===== config.mk =====
export PLATFORM = sky130hd
export DESIGN_NAME = enrg_trg_ctrl
export DESIGN_NICKNAME = d
export VERILOG_FILES = /design/src/rtl/enrg_trg_ctrl.sv
export SDC_FILE = /design/constraint.sdc
export NUM_CORES = 1
export LEC_CHECK = 0
export CORE_ASPECT_RATIO = 0.6
export CORE_MARGIN = 2
export CORE_UTILIZATION = 23
export DETAILED_ROUTE_END_ITERATION = 12
export GPL_TIMING_DRIVEN = 1
export SLEW_MARGIN = 25
export SYNTH_ARGS = -nofsm -noshare
export SYNTH_HDL_FRONTEND = slang
export SYNTH_SLANG_ARGS = --single-unit
export TNS_END_PERCENT = 30

===== constraint.sdc =====
create_clock -name Clock -period 4.6 [get_ports Clock]
set_clock_uncertainty 0.15 [all_clocks]
set_input_delay 0.46 -clock Clock [delete_from_list [all_inputs] [get_ports Clock]]
set_output_delay 0.46 -clock Clock [all_outputs]
set_load 0.05 [all_outputs]

===== src/rtl/enrg_trg_ctrl.sv =====
// Energy-detector trigger controller.
// Forms a programmable majority coincidence from the registered channel
// triggers, issues a one-cycle trigger to the readout, then walks through a
// readout hold, a programmable dead time and a re-arm phase before accepting
// the next coincidence. Also owns the configuration registers and the
// accepted/lost trigger counters.
//
// Handshake note: there is no valid/ready pair on this block. CfgWr is a
// one-cycle strobe qualified by CfgAddr/CfgData. A written value is used
// from the following cycle. RdoBusy is a level from the readout: the
// controller stays in Hold for as long as it is high.
module enrg_trg_ctrl #(
  parameter int NCH = 5,
  parameter int CW  = 16
) (
  input  logic           Clock,
  input  logic           Reset,
  input  logic [NCH-1:0] TrgIn,
  input  logic           RdoBusy,
  input  logic           CfgWr,
  input  logic [2:0]     CfgAddr,
  input  logic [7:0]     CfgData,
  output logic [3:0]     StrchLen,
  output logic           TrgOut,
  output logic           Busy,
  output logic [CW-1:0]  TrgCnt,
  output logic [CW-1:0]  LostCnt,
  output logic [4:0]     state_dbg
);

  // One-hot controller states.
  typedef enum logic [4:0] {
    ST_IDLE  = 5'b00001,
    ST_FIRE  = 5'b00010,
    ST_HOLD  = 5'b00100,
    ST_DEAD  = 5'b01000,
    ST_REARM = 5'b10000
  } state_t;

  state_t         state;
  logic [NCH-1:0] mask;
  logic [3:0]     thresh;
  logic [7:0]     dead_time;
  logic [7:0]     dt_cnt;
  logic [NCH-1:0] trg_r;
  logic           coinc;
  logic           coinc_d;
  logic           coinc_rise;
  logic [3:0]     npop;
  logic           cnt_clr;
  logic           trg_inc;
  logic           lost_inc;

  assign state_dbg = state;

  // Configuration register file; addr4 is a pure strobe and addresses 5..7
  // are deliberately left undecoded.
  always_ff @(posedge Clock) begin
    if (Reset) begin
      StrchLen  <= 4'd3;
      mask      <= '1;
      thresh    <= 4'd1;
      dead_time <= 8'd10;
    end else if (CfgWr) begin
      case (CfgAddr)
        3'd0:    StrchLen  <= CfgData[3:0];
        3'd1:    mask      <= CfgData[NCH-1:0];
        3'd2:    thresh    <= CfgData[3:0];
        3'd3:    dead_time <= CfgData;
        default: ;
      endcase
    end
  end

  assign cnt_clr = CfgWr && (CfgAddr == 3'd4);

  // Register the channel triggers once and delay the coincidence for edge detection.
  always_ff @(posedge Clock) begin
    if (Reset) begin
      trg_r   <= '0;
      coinc_d <= 1'b0;
    end else begin
      trg_r   <= TrgIn;
      coinc_d <= coinc;
    end
  end

  // Majority coincidence on registered, masked channel hits; Thresh=0 disables it.
  always_comb begin
    npop = 4'd0;
    for (int i = 0; i < NCH; i++) begin
      npop = npop + {3'b000, trg_r[i] & mask[i]};
    end
    coinc      = (thresh != 4'd0) && (npop >= thresh);
    coinc_rise = coinc && !coinc_d;
  end

  // Trigger sequencer: Idle -> Fire -> Hold -> Dead -> Rearm -> Idle, with registered TrgOut/Busy.
  always_ff @(posedge Clock) begin
    if (Reset) begin
      state  <= ST_IDLE;
      TrgOut <= 1'b0;
      Busy   <= 1'b0;
      dt_cnt <= 8'd0;
    end else begin
      TrgOut <= 1'b0;
      case (state)
        ST_IDLE: begin
          if (coinc) begin
            state  <= ST_FIRE;
            TrgOut <= 1'b1;
            Busy   <= 1'b1;
          end
        end
        ST_FIRE: begin
          state <= ST_HOLD;
        end
        ST_HOLD: begin
          // Hold always lasts at least one cycle; leaves once the readout is free.
          if (!RdoBusy) begin
            state  <= ST_DEAD;
            dt_cnt <= 8'd0;
          end
        end
        ST_DEAD: begin
          // Compared against the live register so a rewrite acts at once.
          dt_cnt <= dt_cnt + 8'd1;
          if (dt_cnt >= dead_time) begin
            state <= ST_REARM;
          end
        end
        ST_REARM: begin
          // Wait for the stretched pulse that caused the trigger to drop.
          if (!coinc) begin
            state <= ST_IDLE;
            Busy  <= 1'b0;
          end
        end
        default: begin
          state <= ST_IDLE;
          Busy  <= 1'b0;
        end
      endcase
    end
  end

  assign trg_inc  = (state == ST_FIRE);
  assign lost_inc = coinc_rise && (state != ST_IDLE);

  // Accepted trigger counter: saturating, clear strobe beats increment.
  always_ff @(posedge Clock) begin
    if (Reset || cnt_clr) begin
      TrgCnt <= '0;
    end else if (trg_inc && (TrgCnt != {CW{1'b1}})) begin
      TrgCnt <= TrgCnt + {{(CW-1){1'b0}}, 1'b1};
    end
  end

  // Lost coincidence counter: saturating, clear strobe beats increment.
  always_ff @(posedge Clock) begin
    if (Reset || cnt_clr) begin
      LostCnt <= '0;
    end else if (lost_inc && (LostCnt != {CW{1'b1}})) begin
      LostCnt <= LostCnt + {{(CW-1){1'b0}}, 1'b1};
    end
  end

endmodule


==> results.yml, run 1 <==
grt:
  maximum_number_of_pins_on_one_net_before_global_route_repair: 34
  grt_antenna_before_repair: 0
  grt_first_pass_wirelength_um: 16500
  grt_overflow: 0
  gr-usage-all-layers_pct: 12.1
  grt_pass1_vias: 3293
clocking:
  post_cts.repair.setup_buffers: 0
  ctsRootBufferMaster: "clkbuf_16"
  cts_tree: "yes"
  clock_latency_ps: 340
  clockBufferDepth: 2
  cts.clk_slew.worst_paths_ps: 60
  htreeDepth: 3
  hold_buffers: 0
  cts_num_sinks: 74
  post_cts.resized_instances: 0
  cts-buffers-inserted: 9
synth:
  most_repeated_cell_in_the_gate_level_netlist_after_synthesis: "dfxtp_1"
  synth.lib_cells_used.distinct: 51
  postSynthNetCount: 459
  yosysWarnings: 0
  synth_area_leaders: "dfxtp_1, nand2_1, ha_1"
  synthCells: 422
  yosysSeqAreaShare_pct: 40.8
  syn_area_per_cell_um2: 8.61
  synth_flop_cell: "dfxtp_1"
  ys_ff_latch: 74
  synth_common_cells: "dfxtp_1, nand2_1, nor2_1, a21oi_1, inv_1"
  synthesis.area_um2: 3630
  synth-edff-count: 0
  synth.top_cell.area_share_pct: 40.8
  async_reset_ff_share_pct: 0
  synth_top_area_cell: "dfxtp_1"
critical_path:
  critical_path.max_fanout: 15
  worstSetupPathType: "reg2reg"
  crit_path_end_kind: "register"
  cp-start-kind: "register"
  required_ps: 4710
  arr_time_crit_path_ps: 3970
cells_and_area:
  area_delta_synth_final_pct: 32.7
  area.sequential_um2: 1480
  final_cell_count_no_fill: 690
  multiInputGateArea_um2: 2010
  fraction_of_final_layout_cells_sized_beyond_drive_strength_1_pct: 5.95
  n_antenna_cell: 0
  fillers: 1596
  num-nets-final: 519
floorplan:
  dieArea_um2: 16900
  placementRows: 35
  fp.dieH_um: 101
  initial_utilization_pct: 23.6
  floorplan.core_area_um2: 15400
  ioPinCount: 63
  fp.dieW_um: 166
placed_design:
  buffer_ports.inserted: 62
  dpl.cell_count: 674
  place.detailed.hpwl_um: 7290
  place_congestion: 0.758
power:
  power_switching_mw: 0.481
  clock_power_share_pct: 46.1
  sequentialPowerShare_pct: 38.2
  power_density_nw_per_um2: 375
  swShare_pct: 26.6
  power.internal_mw: 1.33
  vdd_drop_max_v: 0.000163
  total_leakage_power_nw: 1.68
  power.share.combinational_pct: 15.6
detailed_routing:
  drt_pass1_iterations: 4
  via_count: 3301
  drc: 0
  dr.first_iter.drc_count: 184
  ant_nets: 0
  vias_per_cell: 4.78
  drt_wl_total_um: 9930
  routedWlPerCell_um: 14.4
run_status:
  run_status: "complete, no violations"
timing:
  fin_setup_tns_ps: 0
  finalHoldViolations: 0
  timing.max_slew.rel_slack_pct: 44.8
  timing.final.max_slew_violations: 0
  final.period_utilization_pct: 83.9
  finalHoldWorstSlack_ps: 315
  setup_viol: 0
  fin_crit_ps: 3860
  rsz0062_at_grt: "false"
  fmax_mhz: 259
  worst_pin_slew_ps: 822
worst_hold_path:
  hold_wc_path_type: "reg2reg"
run:
  maxCapViolations: 0
## sequential cells by signal, indices dropped and copies added, names as in the netlist
register   flops
dead_time      8
Busy           1
mask           5
TrgOut         1
trg_r          5
thresh         4
LostCnt       16
coinc_d        1
TrgCnt        16
state_dbg      5
StrchLen       4
dt_cnt         8
## per-stage QoR
step / power, mW / util, % / setup WS, ps / cell area, um2
final: 1.81 / 31.3 / 738 / 4820
after detailed placement: 0.990 / 29.0 / 761 / 4470
after CTS: 1.83 / 31.3 / 739 / 4820
after global placement: 0.984 / 29.0 / 921 / 4470
after floorplan: 0.890 / - / 1280 / 3630
after global routing: 1.88 / 31.3 / 483 / 4820
## layer usage
metal	global-route usage [%]	up-vias	routed length [um]
li1	-	1641	-
met1	16.9	1561	5220
met2	17.5	89	3930
met3	4.30	10	649
met4	3.98	0	130
met5	0	-	0
## power by group through the flow
stage          Combinational (mW)  Clock, mW  Sequential (mW)
2_1_floorplan               0.128          0            0.761
3_3_place_gp                0.279          0            0.705
3_5_place_dp                0.285          0            0.706
4_1_cts                     0.287      0.851            0.692
5_1_grt                     0.308      0.877            0.696
6_report                    0.283      0.834            0.692
## placed cells by master, fill, tap and decap left out, types with 5 or more instances in the layout
cell,n
dfxtp_1,74
clkdlybuf4s50_1,62
nand2_1,51
nor2_1,40
a21oi_1,29
inv_1,19
nand3_1,18
mux2i_1,16
xnor2_1,15
ha_1,15
nand4_1,12
nor3_1,12
or4_1,12
o31ai_1,9
clkbuf_16,9
nor2b_1,8
and2_1,7
a211oi_1,5
o21ai_0,5
a2111oi_0,5
o211ai_1,5
## layout make-up
class	count	area share [%]
multi-input cells	312	41.7
flip-flops and latches	74	30.7
repair buffers	66	13.5
clock buffers	12	5.32
well taps	203	5.26
clock inverters	4	2.02
inverters	19	1.48
## path summary, 6_finish.rpt
check / slack [ps] / from / endpoint / cells after the start
min reg2reg: 310 / dead_time[0] / dead_time[0] / 2
min: 310 / dead_time[0] / dead_time[0] / 2
max: 740 / mask[0] / LostCnt[12] / 12
max reg2reg: 740 / mask[0] / LostCnt[12] / 12
## worst max-delay path: stages (launching register included)
cell and delay, ps:
dfxtp_1 320, nand2_1 80, fa_1 530, inv_1 50, fa_1 410, ha_1 280, ha_1 270, nand2_1 40
o21ai_1 290, nand4b_2 400, buf_4 320, or4_1 470, a21oi_1 140
## cells by family (layout without fill, tap and decap cells)
logic type | count (synthesis) | count (layout) | share of synthesized area, %
AND/OR/NAND/NOR | 190 | 190 | 27.8
AO/OA/AOI/OAI | 74 | 74 | 13.3
flip-flops | 74 | 74 | 40.8
buffers and inverters | 36 | 101 | 3.86
adder cells (fa/ha/maj) | 17 | 17 | 6.27
multiplexers | 16 | 16 | 4.41
XOR/XNOR | 15 | 15 | 3.61
Power figures use the tool's default switching activity.
==> run 2: changes to the inputs <==
Clock period 4.6 ns to 3.15 ns, I/O delays scaled along.
==> run 2 against run 1 <==
Net effect:
- the run now ends with negative setup slack left
- hold slack got worse by 2.0 ps
- critical path depth did not move
- first-iteration DRC count rose by 33%
- global-route usage rose by 0.63 points
- sequential share of layout area fell by 1.8 points
- die area did not move
- final cell count rose by 2.6%
- design area rose by 6.7%
- fmax rose by 19%
- utilization rose by 2.1 points
- setup slack got worse by 830 ps
- flip-flop and latch count did not move
- largest cell class unchanged
==> results.yml, run 2 (synthesized netlist as in run 1, its figures left out) <==
detailed_routing:
  ant_nets: 0
  drt_wl_total_um: 10500
  drc: 0
  via_count: 3410
  routedWlPerCell_um: 14.9
  dr.first_iter.drc_count: 244
  vias_per_cell: 4.82
  drt_pass1_iterations: 4
cells_and_area:
  fraction_of_final_layout_cells_sized_beyond_drive_strength_1_pct: 15.4
  finalCoreUtilization_pct: 33.4
  num-nets-final: 537
  fillers: 1562
  area.sequential_um2: 1490
  n_antenna_cell: 0
  area_delta_synth_final_pct: 41.6
  commonest_non_fill_non_tap_cell_in_the_layout: "dfxtp_1"
  layout_top_registers: "LostCnt (16), TrgCnt (16)"
  multiInputGateArea_um2: 2240
  most-common-layout-cells: "dfxtp_1, clkdlybuf4s50_1, nand2_1, nor2_1, a21oi_1"
run_status:
  failed_checks: "negative setup slack"
  run_status: "finished with violations"
critical_path:
  required_ps: 3260
  cp_slowest_stage_delay_ps: 570
  crit_path_end_kind: "register"
  critPathSlowestCell: "or4_4"
  worstRegToRegCells: 12
  crit-reg2reg-capture: "LostCnt[2]"
  worst_path_most_repeated_cell: "inv_2"
  path_delay_family: "adder cells"
  arr_time_crit_path_ps: 3360
  critical_path_buf_inv_count: 3
  setup.reg_to_reg.worst_slack_ps: -100
  cp-start-kind: "register"
  critical_path.max_fanout: 7
  crit_path_cell_trace: "nand2_2 > fa_1 > inv_2 > fa_2 > inv_2 > ha_4 > nor2b_4 > o21ai_4 > buf_6 > nand4b_4 > or4_4 > a21oi_2"
  worst_reg2reg_startpoint: "mask[1]"
  worstSetupPathType: "reg2reg"
timing:
  worst_pin_slew_ps: 866
  timing.max_slew.rel_slack_pct: 42.1
  final.period_utilization_pct: 103
  fmax_mhz: 308
  setup_viol: 11
  rsz0062_at_grt: "true"
  timing.final.max_slew_violations: 0
  fin_crit_ps: 3250
  finalWorstSetupSlack_ps: -95.6
  finalHoldViolations: 0
power:
  total_leakage_power_nw: 1.77
  vdd_drop_max_v: 0.000201
  power_density_nw_per_um2: 529
  report.power.total_mw: 2.72
grt:
  maximum_number_of_pins_on_one_net_before_global_route_repair: 33
  gr-usage-all-layers_pct: 12.8
  grt_first_pass_wirelength_um: 17200
  grt_pass1_vias: 3361
  grt_antenna_before_repair: 0
  grt_overflow: 0
floorplan:
  dieArea_um2: 16900
  floorplan.core_area_um2: 15400
  fp.dieW_um: 166
  fp.dieH_um: 101
  initial_utilization_pct: 23.6
  ioPinCount: 63
  placementRows: 35
clocking:
  cts-buffers-inserted: 9
  clockBufferDepth: 2
  hold_buffers: 0
  htreeDepth: 3
  cts.clk_slew.worst_paths_ps: 60
  ctsRootBufferMaster: "clkbuf_16"
  clock_latency_ps: 340
  cts_num_sinks: 74
  cts_tree: "yes"
placed_design:
  buffer_ports.inserted: 62
  place_congestion: 0.809
  place.detailed.hpwl_um: 7130
worst_hold_path:
  hold_path_startpoint: "dead_time[7]"
  worstHoldEndpoint: "dead_time[7]"
  hold_wc_path_type: "reg2reg"
  hold_path_depth: 2
run:
  maxCapViolations: 0
[run 2: cell types whose count changed in the layout (fill, tap and decap cells not counted), sizes merged]
cell / change
nand4b: +2
inv: +1
bufinv: -2
clkinvlp: +2
buf: +16
clkbuf: -1
[run 2: worst max path at each step]
stage | start | end | slack, ps | cells past startpoint
after floorplan | mask[3] | LostCnt[8] | 20 | 11
after global placement | mask[3] | LostCnt[15] | -210 | 12
after detailed placement | mask[3] | LostCnt[5] | -300 | 11
after CTS | mask[1] | LostCnt[8] | -90 | 12
after global routing | mask[1] | LostCnt[2] | -230 | 12
final | mask[1] | LostCnt[2] | -100 | 12
[run 2: where the power goes]
| group | switching (mW) | internal [mW] | leakage [nW] |
|---|---|---|---|
| combinational | 0.354 | 0.283 | 1.03 |
| clock | 0.412 | 0.659 | 0.144 |
| sequential | 0.0390 | 0.974 | 0.599 |
[run 2: routing by layer]
metal  up-vias  GRT usage (%)  part of all wire (%)
li1       1690              -                     -
met1      1619           16.6                    49
met2        84           19.6                    44
met3        17           4.34                   5.4
met4         0           5.31                   1.6
met5         -              0                     0
[run 2: final cells by class]
type	count	area share (%)
Multi-Input combinational cell	314	43.4
Sequential cell	74	28.9
Timing Repair Buffer	82	15.3
Tap cell	203	4.94
Clock buffer	11	4.91
Inverter	19	1.39
Clock inverter	5	1.19
[run 2: metrics by stage]
step	TNS (ps)	setup slack (ps)	instances	instance area, um2	hold WS, ps
detailed placement	-3530	-303	679	4540	297
global route	-2840	-233	708	5150	339
CTS	-410	-85.8	706	5080	314
floorplan	0	19.4	422	3680	286
global placement	-2250	-214	679	4540	299
finish	-652	-95.6	708	5150	313
[run 2: what timing repair did]
item | 4_1_cts | 5_1_grt
gates resized for setup | 23 | 10
setup endpoints to repair | 16 | 19
pin swaps | 15 | 5
gates cloned | 2 | 0
buffers inserted | 9 | 2
[run 2: tightest hold or removal path, cell delays in order (launching register included)]
cell,delay [ps]
dfxtp_1,310
nand2_1,50
a21oi_1,60
